**src/rtl/uart_tx_fifo.sv**
```systemverilog
// UART transmitter with a small input FIFO. Frames are sent LSB-first:
// start, 5..MAX_DATA_BITS data bits, optional parity, 1 or 2 stop bits.
//
// state  | meaning
// IDLE   | line high, waiting for a queued word
// START  | start bit (low)
// DATA   | data bits, LSB first
// PARITY | odd/even parity over the sent bits
// STOP1  | first stop bit
// STOP2  | optional second stop bit
module uart_tx_fifo #(
  parameter int CLKS_PER_BIT  = 16,
  parameter int MAX_DATA_BITS = 8,
  parameter int FIFO_DEPTH    = 4
) (
  input  logic                            clk,
  input  logic                            rst,
  input  logic                            in_valid,
  input  logic [MAX_DATA_BITS-1:0]        in_data,
  output logic                            in_ready,
  input  logic [1:0]                      data_bits,
  input  logic [1:0]                      par_mode,
  input  logic                            two_stop,
  output logic                            dout,
  output logic                            busy,
  output logic                            tx_done,
  output logic [$clog2(FIFO_DEPTH):0]     fifo_level
);

  localparam int AW = $clog2(FIFO_DEPTH);
  localparam int CW = $clog2(CLKS_PER_BIT);
  localparam int IW = $clog2(MAX_DATA_BITS);

  localparam logic [2:0] IDLE   = 3'd0;
  localparam logic [2:0] START  = 3'd1;
  localparam logic [2:0] DATA   = 3'd2;
  localparam logic [2:0] PARITY = 3'd3;
  localparam logic [2:0] STOP1  = 3'd4;
  localparam logic [2:0] STOP2  = 3'd5;

  logic [MAX_DATA_BITS-1:0] mem [FIFO_DEPTH];
  logic [AW-1:0]            wptr, rptr;
  logic [AW:0]              level;
  logic                     push, pop;

  logic [2:0]               state;
  logic [CW-1:0]            cnt;
  logic [MAX_DATA_BITS-1:0] shreg;
  logic [IW-1:0]            idx;
  logic                     par_acc;
  logic [1:0]               dbits_q, pmode_q;
  logic                     two_q;
  logic                     dout_q, busy_q, done_q;

  logic                     bit_end, last_stop, frame_end, have_data;
  logic                     par_en, data_par, par_bit;
  logic [IW-1:0]            nlast;

  assign in_ready   = (level != (AW+1)'(FIFO_DEPTH));
  assign fifo_level = level;
  assign dout       = dout_q;
  assign busy       = busy_q;
  assign tx_done    = done_q;

  assign push      = in_valid && in_ready;
  assign have_data = (level != '0);
  assign bit_end   = (cnt == CW'(CLKS_PER_BIT - 1));
  assign last_stop = (state == STOP2) || (state == STOP1 && !two_q);
  assign frame_end = last_stop && bit_end;
  assign pop       = have_data && ((state == IDLE) || frame_end);
  assign par_en    = (pmode_q == 2'b01) || (pmode_q == 2'b10);
  assign nlast     = IW'(MAX_DATA_BITS - 4) + IW'(dbits_q);
  // Parity includes the bit currently on the line, which is the last data bit.
  assign data_par  = par_acc ^ shreg[0];
  assign par_bit   = (pmode_q == 2'b01) ? ~data_par : data_par;

  always_ff @(posedge clk) begin
    if (push) mem[wptr] <= in_data;
  end

  always_ff @(posedge clk or posedge rst) begin
    if (rst) begin
      wptr  <= '0;
      rptr  <= '0;
      level <= '0;
    end else begin
      if (push) wptr <= wptr + 1'b1;
      if (pop)  rptr <= rptr + 1'b1;
      case ({push, pop})
        2'b10:   level <= level + 1'b1;
        2'b01:   level <= level - 1'b1;
        default: level <= level;
      endcase
    end
  end

  always_ff @(posedge clk or posedge rst) begin
    if (rst) begin
      state   <= IDLE;
      cnt     <= '0;
      shreg   <= '0;
      idx     <= '0;
      par_acc <= 1'b0;
      dbits_q <= 2'b00;
      pmode_q <= 2'b00;
      two_q   <= 1'b0;
      dout_q  <= 1'b1;
      busy_q  <= 1'b0;
      done_q  <= 1'b0;
    end else begin
      // Registered so the pulse lines up with the final stop-bit clock.
      done_q <= last_stop && (cnt == CW'(CLKS_PER_BIT - 2));
      if (state != IDLE) cnt <= bit_end ? '0 : cnt + 1'b1;

      if (pop) begin
        shreg   <= mem[rptr];
        dbits_q <= data_bits;
        pmode_q <= par_mode;
        two_q   <= two_stop;
        state   <= START;
        dout_q  <= 1'b0;
        busy_q  <= 1'b1;
      end else if (frame_end) begin
        state  <= IDLE;
        dout_q <= 1'b1;
        busy_q <= 1'b0;
      end else if (bit_end) begin
        case (state)
          START: begin
            state   <= DATA;
            idx     <= '0;
            par_acc <= 1'b0;
            dout_q  <= shreg[0];
          end
          DATA: begin
            shreg   <= shreg >> 1;
            idx     <= idx + 1'b1;
            par_acc <= data_par;
            if (idx == nlast) begin
              state  <= par_en ? PARITY : STOP1;
              dout_q <= par_en ? par_bit : 1'b1;
            end else begin
              dout_q <= shreg[1];
            end
          end
          PARITY: begin
            state  <= STOP1;
            dout_q <= 1'b1;
          end
          STOP1: begin
            state  <= STOP2;
            dout_q <= 1'b1;
          end
          default: state <= state;
        endcase
      end
    end
  end

endmodule

```
**config.mk**
```make
export PLATFORM = sky130hd
export DESIGN_NAME = uart_tx_fifo
export DESIGN_NICKNAME = d
export VERILOG_FILES = /design/src/rtl/uart_tx_fifo.sv
export SDC_FILE = /design/constraint.sdc
export NUM_CORES = 1
export LEC_CHECK = 0
export CORE_AREA = 10 10 82 84
export CTS_CLUSTER_DIAMETER = 200
export CTS_CLUSTER_SIZE = 28
export DETAILED_ROUTE_END_ITERATION = 6
export DIE_AREA = 0 0 92 94
export GPL_ROUTABILITY_DRIVEN = 0
export PLACE_DENSITY = 0.81
export SLEW_MARGIN = 20
export SYNTH_ARGS = -nofsm -noshare
export SYNTH_HDL_FRONTEND = slang
export SYNTH_SLANG_ARGS = --single-unit
```
**constraint.sdc**
```tcl
create_clock -name clk -period 7.55 [get_ports clk]
set_clock_uncertainty 0.05 [all_clocks]
set_input_delay 0.755 -clock clk [delete_from_list [all_inputs] [get_ports clk]]
set_output_delay 0.755 -clock clk [all_outputs]
set_load 0.05 [all_outputs]
```
## After elaboration in Yosys (flattened, before gate mapping)

Memory sizes are Yosys's and may differ from the RTL's.
Cells that the tools add are included.

- Bitwise logic cells: 4
- Add/sub/neg operators: 7
- Muxes and demuxes: 25
- Reductions and logical operators: 25
- Eq/ne operators: 15

Operators with widths:

| kind | count |
|---|---|
| $mux W8 | 4 |
| $mux W3 | 5 |
| $pmux W3 S2 | 2 |
| $pmux W3 S4 | 1 |
| $mux W1 | 10 |
| $reduce_bool A2 Y1 | 5 |
| $reduce_bool A3 Y1 | 3 |
| $eq A4 B4 Y1 const B | 2 |
| $add A3 B1 Y3 const B | 2 |
| $eq A3 B2 Y1 const B | 2 |
| $eq A3 B3 Y1 const B | 2 |
| $reduce_and A3 Y1 | 2 |
| $reduce_bool A6 Y1 | 1 |
| $logic_and A1 B1 Y1 | 5 |
| $reduce_bool A5 Y1 | 1 |
| $add A2 B1 Y2 const B | 2 |
| $add A4 B1 Y4 const B | 1 |
| $eq A2 B1 Y1 const B | 2 |
| $eq A2 B2 Y1 const B | 2 |
| $mux W4 | 1 |
| $ne A4 B4 Y1 const B | 1 |
| $reduce_and A4 Y1 | 1 |
| $add A3 B2 Y3 const A | 1 |
| $eq A3 B1 Y1 const B | 1 |
| 13 further kinds | 17 |

- Memories kept: 1
- Logic and storage cells: 91
- Bits in writable memories: 32
- Register bits after elaboration: 34

Memory list:

| memory | words | bits a word | read ports | clocked after memory_dff | wr ports | line | RTL |
|---|---|---|---|---|---|---|---|
| mem | 4 | 8 | 1 | 0 | 1 | 41 | `logic [MAX_DATA_BITS-1:0] mem [FIFO_DEPTH];` |

## Logic depth before layout (Yosys ltp)

Gate-level depths: netlist of run 1.

- Word-level depth: 9
- Gate-level depth with buffers: 11
- Gate-level depth less buffers: 11

## Worst setup path after synthesis of run 1

Ideal clock, no wire load.

- Path type: reg2reg
- Start: register level[2] (netlist: fifo_level[2])
- End: register level[2] (netlist: fifo_level[2])
- Arrival time: 2.652 ns
- Period minus slack after synthesis: 2.784 ns
- Cell stages (with the launch flop): 10
- Path slack: 4.766 ns
- Cells stage by stage: dfrtp_1 > nand3_1 > and2_1 > inv_1 > ha_1 > inv_1 > fa_1 > xor2_1 > nor2_1 > xor2_1

- Word-level cells in the longest chain between the ends: 4
- Elaborated cells on any way between the ends: 10
- Those cells by class: add/sub: 2; eq/ne: 3; mux: 1; reduce/logical: 4

Ends and longest elaborated chain:

| what | line | RTL |
|---|---|---|
| start: declaration | 43 | `logic [AW:0] level;` |
| start signal: assignment | 90 | `2'b10: level <= level + 1'b1;` |
| start signal: assignment | 91 | `2'b01: level <= level - 1'b1;` |
| start signal: assignment | 92 | `default: level <= level;` |
| $ne A3 B3 Y1 (*) | 59 | `assign in_ready = (level != (AW+1)'(FIFO_DEPTH));` |
| net in_ready | 20 | `output logic in_ready,` |
| $logic_and A1 B1 Y1 (*) | 65 | `assign push = in_valid && in_ready;` |
| $eq A2 B1 Y1 / $eq A2 B2 Y1 (equally long branches) | 89 | `case ({push, pop})` |
| $pmux W3 S2 / $reduce_bool A2 Y1 (equally long branches) | n/a |  |

The timed path passes the listed nets; every way through them passes the cells marked *.
A chain may end at the register's enable or synchronous reset.

## Worst setup path after layout of run 1

- Start: register cnt[1]
- End: register level[2] (netlist: fifo_level[2])

- Word-level cells in the longest chain between the ends: 6
- Elaborated cells on any way between the ends: 8
- Those cells by class: eq/ne: 3; mux: 1; reduce/logical: 4

Ends and longest elaborated chain:

| what | line | RTL |
|---|---|---|
| start: declaration | 47 | `logic [CW-1:0] cnt;` |
| start signal: assignment | 113 | `if (state != IDLE) cnt <= bit_end ? '0 : cnt + 1'b1;` |
| $eq A4 B4 Y1 (*) | 67 | `assign bit_end = (cnt == CW'(CLKS_PER_BIT - 1));` |
| $logic_and A1 B1 Y1 (*) | 69 | `assign frame_end = last_stop && bit_end;` |
| $logic_or A1 B1 Y1 (*) | 70 | `assign pop = have_data && ((state == IDLE) \|\| frame_end);` |
| $logic_and A1 B1 Y1 (*) | 70 |  |
| net pop | 44 | `logic push, pop;` |
| $eq A2 B1 Y1 / $eq A2 B2 Y1 (equally long branches) | 89 |  |
| $pmux W3 S2 / $reduce_bool A2 Y1 (equally long branches) | n/a |  |

Marks and branches as above.

==> results by group, run 1 <==
STA
  • Fin crit period: 2.963 ns
  • Setup TNS Final: 0 ns
  • Slew HR: 0.6058
  • Worst Tran Pin Value: roughly 0.6 ns
  • Fmax: around 340 MHz
  • RSZ-0062 raised after global routing: false
  • Final setup fails: 0
  • Final worst path period share: 0.3924
  • Pins Over Slew Limit: 0
  • WHS: 0.4703 ns
  • Final Hold Fails: 0

CTS
  • Max Root-Sink Buffers: 2
  • Max H-tree Level: 3
  • TritonCTS Buffers: 9
  • Clock latency on the worst-skew pair: roughly 0.33 ns
  • TritonCTS clock tree: done
  • CTS root buf: clkbuf_8
  • Reg clk slew, reported paths: about 0.070 ns
  • Hold Buf Count CTS: 0
  • PostCTS Resize Cnt: 0
  • Clk sinks: 66
  • Setup Fix Bufs, Post-CTS: 0

Die
  • Site Rows: 26
  • Core area: 5075 sq um
  • I/O pin count: 23
  • Effective utilization at floorplan: 0.5991
  • Die width: around 92 um
  • Die ar.: between 8000 and 9000 sq um
  • Die Ht: around 94 um

Routing
  • WL final: around 5500 um
  • Drt initial violations: between 100 and 150
  • Via-to-Cell Ratio: between 5 and 6
  • Via count: approximately 1,900
  • First drt pass iteration count: 4
  • DRC viols: 0
  • Routed length per instance: about 17 um
  • Post-route ant nets: 0

Yosys
  • Number of flops mapped to enable cells by yosys: 32
  • Yosys warns: 0
  • Post-synth top flop: dfrtp_1
  • #FFs+latches synth: between 60 and 70
  • Most frequent cell after synthesis: dfrtp_1
  • Mapped Cells: about 230
  • Ranking of synthesized cells by area: edfxtp_1 (32%), dfrtp_1 (27%), mux4_2 (5.9%), ha_1 (3.7%), o21ai_0 (3.0%)
  • FFs w/ async S/R, synth: 0.5152
  • Post-synth cell types: 50
  • Post-synth top cells: dfrtp_1 (33), edfxtp_1 (32), o21ai_0 (18)
  • Register area share after synthesis: 0.5963
  • Post-Syn Area per Cell: 13.45 sq um
  • Syn nets: ~250
  • Synth area leader: edfxtp_1
  • Synth Cell Area: ~3000 sq um
  • Top cell type's share of synthesized area: 0.3160

Global routing
  • Largest net degree at the start of global routing: 35
  • Grt ovf: 0
  • Vias in the first global route: 1,906
  • Antenna violations before repair: 0
  • First-pass GRT wire length: 9239 um
  • GRT Total Usage: 0.1343

Layout
  • # diodes: 0
  • Layout Nets: between 200 and 300
  • Non-Filler Instances: ~330
  • Layout fillers: about 370
  • FF+latch area: 1813 sq um
  • Fraction of layout cells with a size suffix above 1: 0.1406
  • Post-route cell area: 3552 sq um
  • Multi-input logic area: ~1100 sq um
  • Area growth, synth to finish: 16.83%

Pwr
  • Register share of total power: 0.463
  • Total power draw: slightly below 0.001 W
  • Lkg Pwr: about 1.4 nW
  • Pwr Density: ~280 nW/um^2
  • VDD IR max: approximately 0.00026 V
  • Switching power: 0.0002681 W
  • Clk pwr share: 0.356
  • Cell internal pwr: just over 0.0007 W
  • Switching Share: 0.2717
  • Combinational share of power: 0.182

Hold path
  • Worst Hold Class: flip-flop to flip-flop

Placed design
  • Port bufs: 22
  • Area after DPL: 3312 sq um
  • Placed cell count: between 300 and 400
  • Post-DP HPWL: between 3000 and 4000 um

Setup path
  • Critical path arrival: between 3 and 4 ns
  • CP Launch Type: flip-flop
  • Critical path type: flip-flop to flip-flop
  • Crit-path max FO: 10
  • CP required: roughly 7.8 ns
  • Setup crit end kind: flip-flop

Outcome
  • Status: complete, no violations

Flow run
  • Maxcap violations: 0
[kinds of logic after synthesis]
family	Yosys count	share of synthesized area
AO/OA/AOI/OAI	46	0.1033
flip-flops	66	0.5963
adder cells (fa/ha/maj)	10	0.04362
buffers and inverters	22	0.03045
XOR/XNOR	10	0.03333
multiplexers	19	0.09753
AND/OR/NAND/NOR	53	0.09547
[critical path, stage by stage (launching register included)]
cell     delay, ns
dfrtp_1       0.42
ha_1          0.27
nand3_2       0.20
o31ai_4       0.55
nand2_4       0.18
inv_2         0.17
ha_1          0.19
inv_1         0.06
fa_1          0.38
xor2_1        0.15
nor2_1        0.11
xor2_1        0.15
[metal layers]
metal | track usage | vias up | part of all wire
li1 | - | 896 | -
met5 | 0 | - | 0
met4 | 0.04756 | 0 | 0.011
met2 | 0.2229 | 34 | 0.51
met1 | 0.1572 | 955 | 0.44
met3 | 0.04876 | 6 | 0.044
[cell type report]
class,instances,share of cell area
clock buffers,9,0.03487
clock inverters,7,0.03276
inverters,13,0.01374
multi-input cells,138,0.3195
flip-flops and latches,66,0.5104
well taps,70,0.02466
repair buffers,23,0.06411
[worst paths after layout]
check / from / endpoint / slack (ns) / cells after the start
min reg2reg: shreg[5] / shreg[4] / 0.47 / 2
min: shreg[5] / shreg[4] / 0.47 / 2
max in group asynchronous: rst / dout / 6.35 / 3
max: cnt[1] / fifo_level[2] / 4.59 / 11
max reg2reg: cnt[1] / fifo_level[2] / 4.59 / 11
min in group asynchronous: rst / cnt[2] / 0.76 / 3
[per-stage QoR]
stage            util  setup WS, ns
6_report       0.7000         4.587
5_1_grt        0.7000         4.405
4_1_cts        0.7000         4.593
3_5_place_dp   0.6526         4.629
3_3_place_gp   0.6526         4.736
2_1_floorplan       -         4.766
[flip-flops by register name, indices dropped and copies added (netlist names)]
register,flops
dbits_q,2
par_acc,1
wptr,2
mem,32
tx_done,1
state,3
rptr,2
cnt,4
two_q,1
fifo_level,3
dout,1
shreg,8
busy,1
idx,3
pmode_q,2
[power by group through the flow]
stage	Clock (W)	Combinational, W	Sequential, W
floorplan	0	0.0000941	0.000485
global placement	0	0.000173	0.000461
detailed placement	0	0.000181	0.000464
CTS	0.000357	0.000183	0.000457
global route	0.000376	0.000194	0.000461
finish	0.000351	0.000179	0.000456
[placed cells by master (no fill, tap or decap), drive strengths merged, types with 6 or more instances in the layout]
master | synthesis | routed
clkdlybuf4s50 | 0 | 22
inv | 13 | 14
nand3 | 12 | 12
mux2i | 6 | 6
a21oi | 8 | 8
o21ai | 19 | 19
dfrtp | 33 | 33
edfxtp | 32 | 32
xnor2 | 7 | 7
ha | 9 | 9
mux4 | 8 | 8
clkbuf | 1 | 9
nand2 | 12 | 12
(Power assumes the default switching activity.)
==> run 2, diff against run 1 <==
Settings changed: CORE_AREA 10 10 82 84 to 10 10 88 90, DIE_AREA 0 0 92 94 to 0 0 98 100, PLACE_DENSITY 0.81 to 0.73.
Clock period 7.55 ns to 2.45 ns, I/O delays scaled along.
==> run 2 against run 1 <==
Compared with the run above: sequential share of layout area shrank 1.2 points; critical path depth unchanged; design area increased by 2.5%; flip-flop and latch count unchanged; first-iteration DRC count decreased by 21%; utilization decreased by 11 points; register-to-register slack worse by 4.4 ns; hold slack lost 0.22 ns; non-clock buffer count is 8 higher; critical path type unchanged.
==> results by group, run 2 (synthesized netlist as in run 1, its figures left out) <==
Layout
  • Most frequent cells in the layout: dfrtp_1 (32), edfxtp_1 (32), clkdlybuf4s50_1 (22)
  • Fraction of layout cells with a size suffix above 1: 0.1780
  • # diodes: 0
  • Max FFs per register: 32
  • Layout Nets: around 290
  • Largest regs: mem: 32 flops, shreg: 8 flops, cnt: 4 flops
  • Reg with most FFs: mem
  • Area growth, synth to finish: 19.71%

Global routing
  • Antenna violations before repair: 0
  • GRT Total Usage: 0.1201
  • Grt ovf: 0
  • Largest net degree at the start of global routing: 35
  • Vias in the first global route: ~2,000
  • First-pass GRT wire length: ~9600 um

Setup path
  • CP peak stage delay: about 0.42 ns
  • Setup crit end kind: flip-flop
  • Critical path type: flip-flop to flip-flop
  • CP cell instances: ha_4 -> nand3_4 -> o31ai_4 -> nand2_4 -> inv_4 -> ha_4 -> inv_1 -> fa_1 -> xor2_1 -> nor2_1 -> xor2_1
  • Slowest cell on the critical path: dfrtp_2
  • CP Launch Type: flip-flop
  • Crit-path max FO: 7
  • Critical path arrival: roughly 2.5 ns
  • CP required: between 2 and 3 ns

CTS
  • Clk sinks: 66
  • TritonCTS clock tree: done
  • Reg clk slew, reported paths: ~0.07 ns
  • CTS root buf: clkbuf_8
  • TritonCTS Buffers: 9
  • Clock latency on the worst-skew pair: approximately 0.33 ns
  • Max Root-Sink Buffers: 2
  • Max H-tree Level: 3

Die
  • Site Rows: 29
  • Effective utilization at floorplan: 0.4958
  • Die ar.: just under 10,000 sq um
  • Core area: about 6000 sq um
  • Die Ht: 100 um
  • I/O pin count: 23
  • Die width: roughly 100 um

Routing
  • Routed length per instance: roughly 16 um
  • DRC viols: 0
  • Post-route ant nets: 0
  • Via-to-Cell Ratio: around 5.6
  • WL final: approximately 5600 um
  • Via count: 1,910
  • Drt initial violations: 97
  • First drt pass iteration count: 4

Pwr
  • VDD IR max: about 0.00065 V
  • Lkg Pwr: 1.432 nW
  • Pwr Density: about 800 nW/um^2

STA
  • Final Hold Fails: 0
  • RSZ-0062 raised after global routing: false
  • Slew HR: 0.6537
  • Fmax: between 400 and 500 MHz
  • Fin crit period: between 2 and 2.5 ns
  • Setup TNS Final: 0 ns
  • Worst Tran Pin Value: between 0.5 and 0.6 ns
  • Final worst path period share: 0.9399
  • Pins Over Slew Limit: 0
  • Final setup fails: 0
  • PnR worst setup slack: 0.1473 ns

Placed design
  • Place WS: between 0.09 and 0.1 ns
  • Port bufs: 22
  • Post-DP HPWL: roughly 3900 um

Flow run
  • Maxcap violations: 0

Hold path
  • Worst Hold Class: input pin to async pin

Outcome
  • Status: complete, no violations
-- run 2: timing repair --
item / 4_1_cts / 5_1_grt
gates resized for setup: 0 / 1
buffers inserted: 0 / 0
endpoints found under the setup margin: 0 / 1
hold buffers: 0 / 0
-- run 2: layer usage --
layer	up-vias	GRT usage	wire length, um
met5	-	0	0
met4	0	0.04698	78
met3	9	0.03777	247
met2	37	0.2036	2750
met1	946	0.1389	2481
li1	918	-	-
-- run 2: path summary, 6_finish.rpt --
kind                                   from       endpoint  slack (ns)  depth (start not counted)
worst max-delay path                 cnt[1]  fifo_level[2]        0.15                         11
worst min-delay path                    rst  fifo_level[0]        0.25                          3
worst max register to register       cnt[1]  fifo_level[2]        0.15                         11
worst min register to register   dbits_q[0]     dbits_q[0]        0.47                          1
max in group asynchronous               rst         cnt[1]        1.75                          3
min in group clk                par_mode[1]     pmode_q[1]        0.45                          3
-- run 2: power by group --
| group | internal [W] | switching, W |
|---|---|---|
| sequential | 0.00133 | 0.0000737 |
| clock | 0.000572 | 0.000398 |
| combinational | 0.000218 | 0.000348 |
| total | 0.00212 | 0.000819 |
-- run 2: area by class of cell --
| type | count | area [sq um] |
|---|---|---|
| Timing Repair Buffer | 31 | 287.8 |
| Clock buffer | 11 | 131.4 |
| Multi-Input combinational cell | 138 | 1180 |
| Tap cell | 77 | 96.34 |
| Inverter | 13 | 51.30 |
| Sequential cell | 66 | 1814 |
| Fill cell | 508 | 2492 |
| Clock inverter | 5 | 78.83 |
-- run 2: per-stage QoR --
step	util	std cells	hold WS [ns]	total power, W	cell area [sq um]
2_1_floorplan	-	226	0.2939	0.001807	3088
3_3_place_gp	0.5591	325	0.4442	0.001994	3428
3_5_place_dp	0.5591	325	0.4547	0.002010	3428
4_1_cts	0.5933	341	0.2587	0.002985	3638
5_1_grt	0.5936	341	0.3322	0.003093	3640
6_report	0.5936	341	0.2475	0.002941	3640
-- run 2: critical path, delay by kind of cell, from the launching register on --
family,cells,cell delay (ns)
xor+xnor,2,0.30
simple gates,3,0.33
flops,1,0.42
compound gates,1,0.31
buf+inv,2,0.14
fa+ha+maj,3,0.68
